File: src/rtl/instruction_encoder_pkg.sv
// Shared definitions for the MIPS instruction encoder: format codes, opcodes, field widths.
package instruction_encoder_pkg;

  localparam int OPCODE_W = 6;
  localparam int REG_W    = 5;
  localparam int SHAMT_W  = 5;
  localparam int FUNCT_W  = 6;
  localparam int IMM_W    = 16;
  localparam int ADDR_W   = 26;
  localparam int WORD_W   = 32;

  typedef enum logic [1:0] {
    FMT_R   = 2'b00,
    FMT_I   = 2'b01,
    FMT_J   = 2'b10,
    FMT_RSV = 2'b11
  } fmt_e;

  localparam logic [OPCODE_W-1:0] OP_RTYPE = 6'h00;
  localparam logic [OPCODE_W-1:0] OP_J     = 6'h02;
  localparam logic [OPCODE_W-1:0] OP_BEQ   = 6'h04;
  localparam logic [OPCODE_W-1:0] OP_BNE   = 6'h05;
  localparam logic [OPCODE_W-1:0] OP_ADDI  = 6'h08;

  function automatic logic is_branch(input logic [OPCODE_W-1:0] op);
    return (op == OP_BEQ) || (op == OP_BNE);
  endfunction

endpackage

File: src/rtl/instruction_encoder_pack.sv
// Combinational packer: fields + current pointer -> 32-bit instruction word and error bit.
// ENC_BRANCH_REL_EN turns beq/bne and J targets into relative/region-encoded fields.
module instr_pack
  import instruction_encoder_pkg::*;
(
  input  logic [1:0]          fmt,
  input  logic [OPCODE_W-1:0] opcode,
  input  logic [REG_W-1:0]    rs,
  input  logic [REG_W-1:0]    rt,
  input  logic [REG_W-1:0]    rd,
  input  logic [SHAMT_W-1:0]  shamt,
  input  logic [FUNCT_W-1:0]  funct,
  input  logic [IMM_W-1:0]    imm,
  input  logic [ADDR_W-1:0]   addr,
  input  logic [31:0]         target,
  input  logic [31:0]         pointer,
  output logic [WORD_W-1:0]   word,
  output logic                err
);

  logic [IMM_W-1:0]  imm_f;
  logic [ADDR_W-1:0] addr_f;

`ifdef ENC_BRANCH_REL_EN
  logic [31:0] next_pc;
  logic [29:0] word_off;

  assign next_pc  = pointer + 32'd4;
  // Word offset as a signed 30-bit quantity; it fits 16 bits when bits [29:15] agree.
  assign word_off = 30'((target - next_pc) >> 2);
`else
  logic unused_rel;
  assign unused_rel = ^{target, pointer};
`endif

  always_comb begin
    // NOTE: every output gets a default first so no path through the block infers a latch.
    word   = '0;
    err    = 1'b0;
    imm_f  = imm;
    addr_f = addr;
`ifdef ENC_BRANCH_REL_EN
    if (fmt == FMT_I && is_branch(opcode)) begin
      imm_f = word_off[IMM_W-1:0];
      err   = (target[1:0] != 2'b00) ||
              !((&word_off[29:15]) || !(|word_off[29:15]));
    end else if (fmt == FMT_J) begin
      addr_f = target[27:2];
      err    = (target[1:0] != 2'b00) || (target[31:28] != next_pc[31:28]);
    end
`endif
    case (fmt)
      FMT_R:   word = {opcode, rs, rt, rd, shamt, funct};
      FMT_I:   word = {opcode, rs, rt, imm_f};
      FMT_J:   word = {opcode, addr_f};
      default: word = '0;
    endcase
  end

endmodule

File: src/rtl/instruction_encoder.sv
// Streaming MIPS instruction encoder: valid/ready field bundles in, packed words with PCs out.
// Optional relative branch/jump target encoding is enabled with ENC_BRANCH_REL_EN.
module instruction_encoder
  import instruction_encoder_pkg::*;
#(
  parameter logic [31:0] BASE_ADDR = 32'h0000_0000,
  parameter int          DEPTH     = 1024
) (
  input  logic                          clk,
  input  logic                          reset_n,
  input  logic                          clear,
  input  logic                          in_valid,
  output logic                          in_ready,
  input  logic [1:0]                    fmt,
  input  logic [5:0]                    opcode,
  input  logic [4:0]                    rs,
  input  logic [4:0]                    rt,
  input  logic [4:0]                    rd,
  input  logic [4:0]                    shamt,
  input  logic [5:0]                    funct,
  input  logic [15:0]                   imm,
  input  logic [25:0]                   addr,
  input  logic [31:0]                   target,
  output logic                          out_valid,
  input  logic                          out_ready,
  output logic [31:0]                   out_instr,
  output logic [31:0]                   out_pc,
  output logic [$clog2(DEPTH+1)-1:0]    count,
  output logic                          full,
  output logic                          err
);

  localparam int CNT_W = $clog2(DEPTH + 1);

  logic [31:0] pointer;
  logic [31:0] packed_word;
  logic        pack_err;
  logic        accept;
  logic        legal;
  logic        out_hs;

  instr_pack u_pack (
    .fmt     (fmt),
    .opcode  (opcode),
    .rs      (rs),
    .rt      (rt),
    .rd      (rd),
    .shamt   (shamt),
    .funct   (funct),
    .imm     (imm),
    .addr    (addr),
    .target  (target),
    .pointer (pointer),
    .word    (packed_word),
    .err     (pack_err)
  );

  assign full     = (count == CNT_W'(DEPTH));
  // NOTE: reset_n is folded in so the producer never sees ready while the block is held in reset.
  assign in_ready = reset_n && !full && (!out_valid || out_ready) && !clear;
  assign accept   = in_valid && in_ready;
  assign legal    = (fmt != FMT_RSV);
  assign out_hs   = out_valid && out_ready;

  // NOTE: state registers use non-blocking assignments so every flop samples pre-edge values.
  always_ff @(posedge clk or negedge reset_n) begin
    if (!reset_n) begin
      pointer   <= BASE_ADDR;
      count     <= '0;
      out_valid <= 1'b0;
      out_instr <= '0;
      out_pc    <= BASE_ADDR;
      err       <= 1'b0;
    end else if (clear) begin
      pointer   <= BASE_ADDR;
      count     <= '0;
      out_valid <= 1'b0;
      out_instr <= '0;
      out_pc    <= BASE_ADDR;
      err       <= 1'b0;
    end else if (accept && legal) begin
      out_valid <= 1'b1;
      out_instr <= packed_word;
      out_pc    <= pointer;
      pointer   <= pointer + 32'd4;
      count     <= count + 1'b1;
      if (pack_err) err <= 1'b1;
    end else begin
      // Reserved format completes the handshake but only flags the error.
      if (accept) err <= 1'b1;
      if (out_hs) out_valid <= 1'b0;
    end
  end

endmodule

File: config.mk
export PLATFORM = sky130hd
export DESIGN_NAME = instruction_encoder
export DESIGN_NICKNAME = d
export VERILOG_FILES = /design/src/rtl/instruction_encoder_pkg.sv /design/src/rtl/instruction_encoder_pack.sv /design/src/rtl/instruction_encoder.sv
export SDC_FILE = /design/constraint.sdc
export NUM_CORES = 1
export LEC_CHECK = 0
export BUFFER_PORTS_ARGS = -buffer_cell sky130_fd_sc_hd__buf_2
export CAP_MARGIN = 40
export CORE_ASPECT_RATIO = 0.5
export CORE_MARGIN = 2
export CORE_UTILIZATION = 35
export DETAILED_ROUTE_END_ITERATION = 8
export SLEW_MARGIN = 20
export SYNTH_ARGS = -nofsm -noshare
export SYNTH_HDL_FRONTEND = slang
export SYNTH_HIERARCHICAL = 1
export SYNTH_SLANG_ARGS = --single-unit
File: constraint.sdc
create_clock -name clk -period 5.7 [get_ports clk]
set_clock_uncertainty 0.15 [all_clocks]
set_input_delay 0.57 -clock clk [delete_from_list [all_inputs] [get_ports clk]]
set_output_delay 0.57 -clock clk [all_outputs]
set_load 0.01 [all_outputs]
==> flow_summary.json, run 1 <==
{
  "synth_area_um2": 5430,
  "grt_overflow": 0,
  "core_um2": 15300,
  "cts_resized": 0,
  "cts-root-buf": "clkbuf_16",
  "track_usage_pct": 16.7,
  "wl_per_cell_um": 14.8,
  "cts_setup_buffers": 0,
  "tightest_slew_ps": 628,
  "drc": 0,
  "crit_type": "reg2reg",
  "num-nets-final": 832,
  "hold_viol": 0,
  "postSynthNetCount": 697,
  "dp_hpwl_um": 9330,
  "fmax_mhz": 331,
  "drt_wl_total_um": 13700,
  "dieArea_um2": 16600,
  "io_buffer_count": 159,
  "slew_headroom_pct": 58.1,
  "final_layout_size_suffix_gt1_share_pct": 26.4,
  "cts_buffers": 9,
  "first_pass_iters": 7,
  "ant_nets": 0,
  "powerDensity_nw_per_um2": 235,
  "grt_pass1_vias": 4459,
  "worst_hold_path_type": "in2async",
  "rsz0062_at_grt": "no",
  "h-tree-depth": 3,
  "drv_slew": 0,
  "cp_max_fo": 45,
  "n_antenna_cell": 0,
  "critPathRequiredTime_ps": 5810,
  "critPathCapture": "pointer[2]$_DFFE_PN0P_",
  "post-route-util_pct": 43.6,
  "setup-violations-final": 0,
  "fin_crit_sh_pct": 53.1,
  "area_growth_pct": 22.8,
  "cp.arrival_ps": 3140,
  "vias_per_cell": 5.01,
  "ir_drop_uv": 134,
  "avgSynthCellArea_um2": 9.35,
  "die_width_um": 180,
  "place.gp.congestion": 0.773,
  "end_kind": "flop",
  "grt_max_degree": 77,
  "hold_buffers": 0,
  "rows": 32,
  "die_h_um": 92.1,
  "p_leak_nw": 3.40,
  "first_iter_violations": 242,
  "synth_cells": 581,
  "vias": 4637,
  "start_util_pct": 35.5,
  "r2r_end": "pointer[2]$_DFFE_PN0P_",
  "r2r_slack_ps": 2680,
  "antenna_found_initial": 0,
  "clock_sinks": 106,
  "r2r-start": "count[8]$_DFFE_PN0P_",
  "grt_pass1_wl_um": 22600,
  "clk-insertion-delay-late_ps": 340,
  "clk_path_buf_depth": 2,
  "cap_violations": 0,
  "clk_pin_slew_worst_paths_ps": 70,
  "critPathLaunch": "count[8]$_DFFE_PN0P_",
  "io_pins": 192,
  "ys_warn_count": 6,
  "cp-start-kind": "flop",
  "outcome": "finished, final reports clean",
  "fin_setup_tns_ps": 0,
  "cts_tree": "built",
  "period_minus_slack_ps": 3020,
  "rr_worst_depth": 7
}
## where the power goes
| group | total, mW | internal (mW) | switching (mW) | leakage (nW) |
|---|---|---|---|---|
| Combinational | 0.144 | 0.0612 | 0.0827 | 1.77 |
| Clock | 0.651 | 0.368 | 0.283 | 0.153 |
| Sequential | 0.770 | 0.763 | 0.00743 | 1.47 |
## worst min-delay path by stage
stage	from	slack, ps	depth (start not counted)	to
2_1_floorplan	reset_n	120	0	count[0]$_DFFE_PN0P_
3_3_place_gp	err$_DFFE_PN0P_	330	2	err$_DFFE_PN0P_
3_5_place_dp	out_instr[2]$_DFFE_PN0P_	340	2	out_instr[2]$_DFFE_PN0P_
4_1_cts	reset_n	90	1	pointer[19]$_DFFE_PN0P_
5_1_grt	reset_n	110	1	pointer[19]$_DFFE_PN0P_
6_report	reset_n	70	1	count[8]$_DFFE_PN0P_
## registers in the layout, summed over array words and instances, names as in the netlist
register   cells
out_instr     32
out_pc        31
pointer       30
count         11
err            1
out_valid      1
## routing by layer
metal	wire, um	GRT usage (%)	up-vias	part of all wire, %
li1	-	-	2266	-
met1	6310	22.8	2261	46
met2	6640	28.1	106	49
met3	660	3.14	4	4.8
met4	57	3.16	0	0.42
met5	0	0	-	0
## final cells by class
class,instances,area (um^2)
clock buffers,11,253
clock inverters,5,60.1
fillers,1527,8620
repair buffers,168,896
well taps,204,255
flip-flops and latches,106,2650
inverters,5,18.8
multi-input cells,426,2540
## worst max-delay path, cell delays in order, from the launching register on
cell and delay, ps:
dfrtp_1 440, nor4_1 300, and4_1 340, buf_4 320
or2_2 490, buf_4 500, nand2b_1 210, mux2i_1 180
## cell usage in the layout, fill, tap and decap left out, types with 3 or more instances in the layout
master / count
o21ai_0: 10
nand2_1: 143
and3_1: 4
o2bb2ai_1: 16
nor4b_1: 8
clkbuf_16: 9
and2_1: 8
or3_1: 8
xnor2_1: 27
nand3_1: 13
nand2b_1: 4
nand4_1: 10
nand3b_1: 61
nor4_1: 16
a21oi_1: 10
ha_1: 3
mux2i_1: 19
nor2_1: 31
and4_1: 3
buf_4: 7
a22o_1: 10
dfrtp_1: 106
nor3_1: 5
o31ai_1: 3
inv_1: 4
buf_2: 159
## per-stage QoR
| step | cell area, um^2 | hold slack, ps | setup WS, ps | total power [mW] | instances |
|---|---|---|---|---|---|
| finish | 6670 | 68.8 | 2680 | 1.57 | 925 |
| global route | 6670 | 110 | 2380 | 1.64 | 925 |
| CTS | 6650 | 88.6 | 2610 | 1.59 | 924 |
| detailed placement | 6340 | 337 | 2280 | 0.931 | 908 |
| global placement | 6310 | 331 | 2320 | 0.927 | 906 |
| floorplan | 5430 | 124 | 3340 | 0.860 | 581 |
Power figures use the tool's default switching activity.
==> run 2, diff against run 1 <==
--- a/config.mk
+++ b/config.mk
@@ -5,6 +5,7 @@
 export SDC_FILE = /design/constraint.sdc
 export NUM_CORES = 1
 export LEC_CHECK = 0
+export ABC_AREA = 1
 export BUFFER_PORTS_ARGS = -buffer_cell sky130_fd_sc_hd__buf_2
 export CAP_MARGIN = 40
 export CORE_ASPECT_RATIO = 0.5
==> constraint.sdc (replaced) <==
create_clock -name clk -period 2.65 [get_ports clk]
set_clock_uncertainty 0.15 [all_clocks]
set_input_delay 0.265 -clock clk [delete_from_list [all_inputs] [get_ports clk]]
set_output_delay 0.265 -clock clk [all_outputs]
set_load 0.01 [all_outputs]
==> flow_summary.json, run 2 <==
{
  "grt_pass1_wl_um": 24900,
  "hp-start": "out_ready",
  "powerDensity_nw_per_um2": 471,
  "worst_hold_path_type": "in2reg",
  "start_util_pct": 35.4,
  "die_h_um": 94.6,
  "tightest_slew_ps": 579,
  "regMostFlops": "out_instr",
  "ir_drop_uv": 298,
  "grt_max_degree": 107,
  "slew_headroom_pct": 61.4,
  "core_um2": 16200,
  "r2r_end": "out_instr[12]$_DFFE_PN0P_",
  "rows": 33,
  "grt_overflow": 0,
  "critPathRequiredTime_ps": 2240,
  "cpPeakStageDelay_ps": 450,
  "cp-start-kind": "flop",
  "avgSynthCellArea_um2": 7.11,
  "final_common_cell": "nand2_1",
  "critPathCapture": "in_ready",
  "clock_sinks": 106,
  "cp_cell_sequence": "inv_1, ha_1, nand2_1, nor3_1, nand2_1, inv_1, nor3_1, buf_2",
  "cts-root-buf": "clkbuf_16",
  "outcome": "finished, final reports clean",
  "layout_common_cells": "353 x nand2_1, 158 x buf_2, 106 x dfrtp_1",
  "area_growth_pct": 22.1,
  "ant_nets": 0,
  "wl_per_cell_um": 12.9,
  "synth_cells": 808,
  "synth_area_um2": 5740,
  "slowest_stage": "dfrtp_1",
  "io_buffer_count": 159,
  "rsz0062_at_grt": "no",
  "largest_reg_flops": 32,
  "cp_max_fo": 7,
  "setup-violations-final": 0,
  "grt_pass1_vias": 5199,
  "r2r_slack_ps": 510,
  "cts_tree": "built",
  "cap_violations": 0,
  "final_layout_size_suffix_gt1_share_pct": 20.8,
  "vias_per_cell": 4.66,
  "crit_type": "reg2out",
  "dp_hpwl_um": 10800,
  "fmax_mhz": 460,
  "cp.arrival_ps": 1760,
  "p_leak_nw": 3.85,
  "drt_wl_total_um": 15200,
  "p_total_mw": 3.30,
  "postSynthNetCount": 924,
  "first_pass_iters": 4,
  "dieArea_um2": 17500,
  "clk-insertion-delay-late_ps": 340,
  "clk_pin_slew_worst_paths_ps": 70,
  "h-tree-depth": 3,
  "antenna_found_initial": 0,
  "num-nets-final": 1070,
  "end_kind": "output pin",
  "rr_worst_depth": 11,
  "die_width_um": 185,
  "io_pins": 192,
  "hold_viol": 0,
  "vias": 5528,
  "fin_crit_sh_pct": 82.0,
  "r2r-start": "count[0]$_DFFE_PN0P_",
  "fin_setup_tns_ps": 0,
  "post-route-util_pct": 43.2,
  "drc": 0,
  "clk_path_buf_depth": 2,
  "reg.largest.list": "out_instr x32, out_pc x31, pointer x30",
  "n_antenna_cell": 0,
  "ys_warn_count": 6,
  "fill_cells": 1728,
  "critPathLaunch": "count[0]$_DFFE_PN0P_",
  "track_usage_pct": 17.7,
  "period_minus_slack_ps": 2170,
  "place.gp.congestion": 0.888,
  "cts_buffers": 9,
  "first_iter_violations": 275,
  "cts_setup_buffers": 0,
  "drv_slew": 0
}
run 2: timing repair:
item,CTS,global route
hold endpoints to repair,106,0
hold buffers,1,0
gates resized for setup,0,0
run 2: routing by layer:
layer / share of wire [%] / track usage [%] / vias to the layer above
met4: 0.85 / 2.98 / 0
met5: 0 / 0 / -
met2: 48 / 31.4 / 134
li1: - / - / 2830
met3: 4.5 / 3.55 / 11
met1: 47 / 22.8 / 2553
run 2: how the worst min path moves through the flow:
| stage | to | slack, ps | cells after the start |
|---|---|---|---|
| 6_report | out_valid$_DFFE_PN0P_ | 50 | 4 |
| 5_1_grt | out_valid$_DFFE_PN0P_ | 60 | 4 |
| 4_1_cts | out_valid$_DFFE_PN0P_ | 40 | 4 |
| 3_5_place_dp | count[9]$_DFFE_PN0P_ | 280 | 2 |
| 3_3_place_gp | out_instr[20]$_DFFE_PN0P_ | 280 | 2 |
| 2_1_floorplan | count[0]$_DFFE_PN0P_ | -180 | 0 |
run 2: layout make-up:
cell class              instances  area, um^2  share of cell area (%)
multi-input cells             593        2600                    37.0
flip-flops and latches        106        2650                    37.9
clock inverters                 4        52.6                   0.750
repair buffers                171         916                    13.1
well taps                     227         284                    4.05
clock buffers                  11         233                    3.32
inverters                      73         274                    3.91
run 2: metrics by stage:
step	hold slack, ps	area, um^2	instances	worst slack [ps]
finish	47.3	7010	1185	478
global route	62.3	7010	1185	282
CTS	42.8	7010	1185	442
detailed placement	283	6710	1169	496
global placement	277	6710	1169	525
floorplan	-181	5740	808	775
run 2: power breakdown:
group          internal, mW  leakage [nW]  switching (mW)
registers              1.64          1.47          0.0160
logic                 0.114          2.24           0.206
clock network         0.733         0.140           0.594
run 2: worst max-delay path: cells and delay by family (launching register included):
| family | cells | cell delay [ps] |
|---|---|---|
| buffers and inverters | 3 | 380 |
| and+or+nand+nor | 4 | 430 |
| adders and majority gates | 1 | 150 |
| DFF | 1 | 450 |
==> run 3, diff against run 2 <==
--- a/config.mk
+++ b/config.mk
@@ -5,7 +5,7 @@
 export SDC_FILE = /design/constraint.sdc
 export NUM_CORES = 1
 export LEC_CHECK = 0
-export ABC_AREA = 1
+export ABC_AREA = 0
 export BUFFER_PORTS_ARGS = -buffer_cell sky130_fd_sc_hd__buf_2
 export CAP_MARGIN = 40
 export CORE_ASPECT_RATIO = 0.5
==> constraint.sdc (replaced) <==
create_clock -name clk -period 2.09 [get_ports clk]
set_clock_uncertainty 0.15 [all_clocks]
set_input_delay 0.209 -clock clk [delete_from_list [all_inputs] [get_ports clk]]
set_output_delay 0.209 -clock clk [all_outputs]
set_load 0.01 [all_outputs]
==> flow_summary.json, run 3 (synthesis results as in run 1) <==
{
  "critPathRequiredTime_ps": 2210,
  "vias": 4834,
  "core_um2": 15300,
  "n_antenna_cell": 0,
  "final_layout_size_suffix_gt1_share_pct": 34.4,
  "p_leak_nw": 3.75,
  "grt_pass1_vias": 4779,
  "largest_reg_flops": 32,
  "outcome": "finished with violations",
  "clk-insertion-delay-late_ps": 340,
  "num-nets-final": 895,
  "rows": 32,
  "io_buffer_count": 159,
  "crit_type": "reg2reg",
  "place.gp.congestion": 0.820,
  "cts_buffers": 9,
  "period_minus_slack_ps": 2190,
  "track_usage_pct": 17.7,
  "post-route-util_pct": 47.8,
  "first_pass_iters": 4,
  "clock_sinks": 106,
  "grt_overflow": 0,
  "reg.largest.list": "out_instr x32, out_pc x31, pointer x30",
  "fmax_mhz": 457,
  "start_util_pct": 35.5,
  "cts_tree": "built",
  "setup_slack_ps": -100,
  "first_iter_violations": 332,
  "fin_crit_sh_pct": 105,
  "drt_wl_total_um": 14500,
  "cpPeakStageDelay_ps": 590,
  "failed_checks": "negative setup slack",
  "wl_per_cell_um": 14.6,
  "rsz0062_at_grt": "yes",
  "area_growth_pct": 34.6,
  "die_width_um": 180,
  "fin_cells": 988,
  "critPathTopFamily": "simple AND/OR/NAND/NOR gates",
  "fin_setup_tns_ps": -430,
  "io_pins": 192,
  "placed_cells": 958,
  "die_h_um": 92.1,
  "dieArea_um2": 16600,
  "crit_top_cell": "or4_4",
  "drc": 0,
  "setup-violations-final": 7,
  "end_kind": "flop",
  "dp_hpwl_um": 10000,
  "cap_violations": 0,
  "clk_pin_slew_worst_paths_ps": 70,
  "antenna_found_initial": 0,
  "fin_area_um2": 7310,
  "cts-root-buf": "clkbuf_16",
  "regMostFlops": "out_instr",
  "grt_max_degree": 65,
  "powerDensity_nw_per_um2": 586,
  "cp.arrival_ps": 2310,
  "clk_path_buf_depth": 2,
  "cp-start-kind": "flop",
  "hold_viol": 0,
  "dpl-instance-area_um2": 6770,
  "drv_slew": 0,
  "vias_per_cell": 4.89,
  "grt_pass1_wl_um": 24000,
  "final_common_cell": "buf_2",
  "critPathBufInv": 1,
  "cp_cell_sequence": "inv_2, ha_4, and4_4, or4_4, or4_4, a21oi_2",
  "whs_ps": 10.5,
  "h-tree-depth": 3,
  "ant_nets": 0,
  "ir_drop_uv": 317,
  "slowest_stage": "or4_4",
  "cp_max_fo": 7,
  "worst_hold_path_type": "in2reg",
  "layout_common_cells": "158 x buf_2, 143 x nand2_1, 105 x dfrtp_1"
}
-- run 3: cell count changes in the layout (fill, tap and decap cells not counted), sizes merged, moves of 26 or more --
| cell | before | now |
|---|---|---|
| nor2 | 73 | 32 |
| inv | 74 | 7 |
| nand3 | 79 | 13 |
| nand2 | 355 | 143 |
| buf | 170 | 228 |
| xnor2 | 1 | 27 |
| nand3b | 0 | 61 |
-- run 3: per-stage QoR --
step                      worst slack (ps)  total power, mW
final                                 -100             4.28
after global routing                  -159             4.48
after global placement               -37.5             2.56
after floorplan                      -64.7             2.35
after CTS                            -23.7             4.35
after detailed placement             -92.5             2.57
-- run 3: repair_timing --
action | CTS | global route
setup endpoints to repair | 33 | 21
hold endpoints to repair | 34 | 0
resized for setup | 6 | 21
pin swaps | 1 | 11
hold buffers | 3 | 0
buffers inserted | 6 | 5
-- run 3: cell type report --
type | instances | area, um^2
clock buffers | 9 | 225
clock inverters | 7 | 77.6
fillers | 1482 | 7990
inverters | 5 | 18.8
multi-input cells | 426 | 2630
flip-flops and latches | 106 | 2650
well taps | 204 | 255
repair buffers | 231 | 1440
-- run 3: where the power goes --
part | internal, mW | switching (mW)
combinational | 0.202 | 0.244
clock | 0.941 | 0.798
sequential | 2.08 | 0.0171
-- run 3: worst paths after layout --
check                                            start                         to  slack (ps)  cells past startpoint
worst min-delay path                         opcode[1]  out_instr[27]$_DFFE_PN0P_          10                      4
max in group asynchronous                      reset_n   out_instr[5]$_DFFE_PN0P_         510                      5
worst max-delay path              count[1]$_DFFE_PN0P_    pointer[26]$_DFFE_PN0P_        -100                      6
worst max register to register    count[1]$_DFFE_PN0P_    pointer[26]$_DFFE_PN0P_        -100                      6
min in group asynchronous                      reset_n       count[8]$_DFFE_PN0P_         280                      3
worst min register to register  out_pc[24]$_DFFE_PN0P_     out_pc[24]$_DFFE_PN0P_         360                      2
-- run 3: worst register-to-register path: stages, from the launching register on --
cell and delay (ps):
dfrtp_1 380, inv_2 60, ha_4 150, and4_4 160
or4_4 590, or4_4 500, a21oi_2 130
-- run 3: metal layers --
metal	wire [um]	part of all wire [%]	up-vias	GRT usage, %
li1	-	-	2397	-
met1	6870	47	2322	23.5
met2	6850	47	106	30.3
met3	631	4.4	9	3.65
met4	107	0.74	0	3.56
met5	0	0	-	0
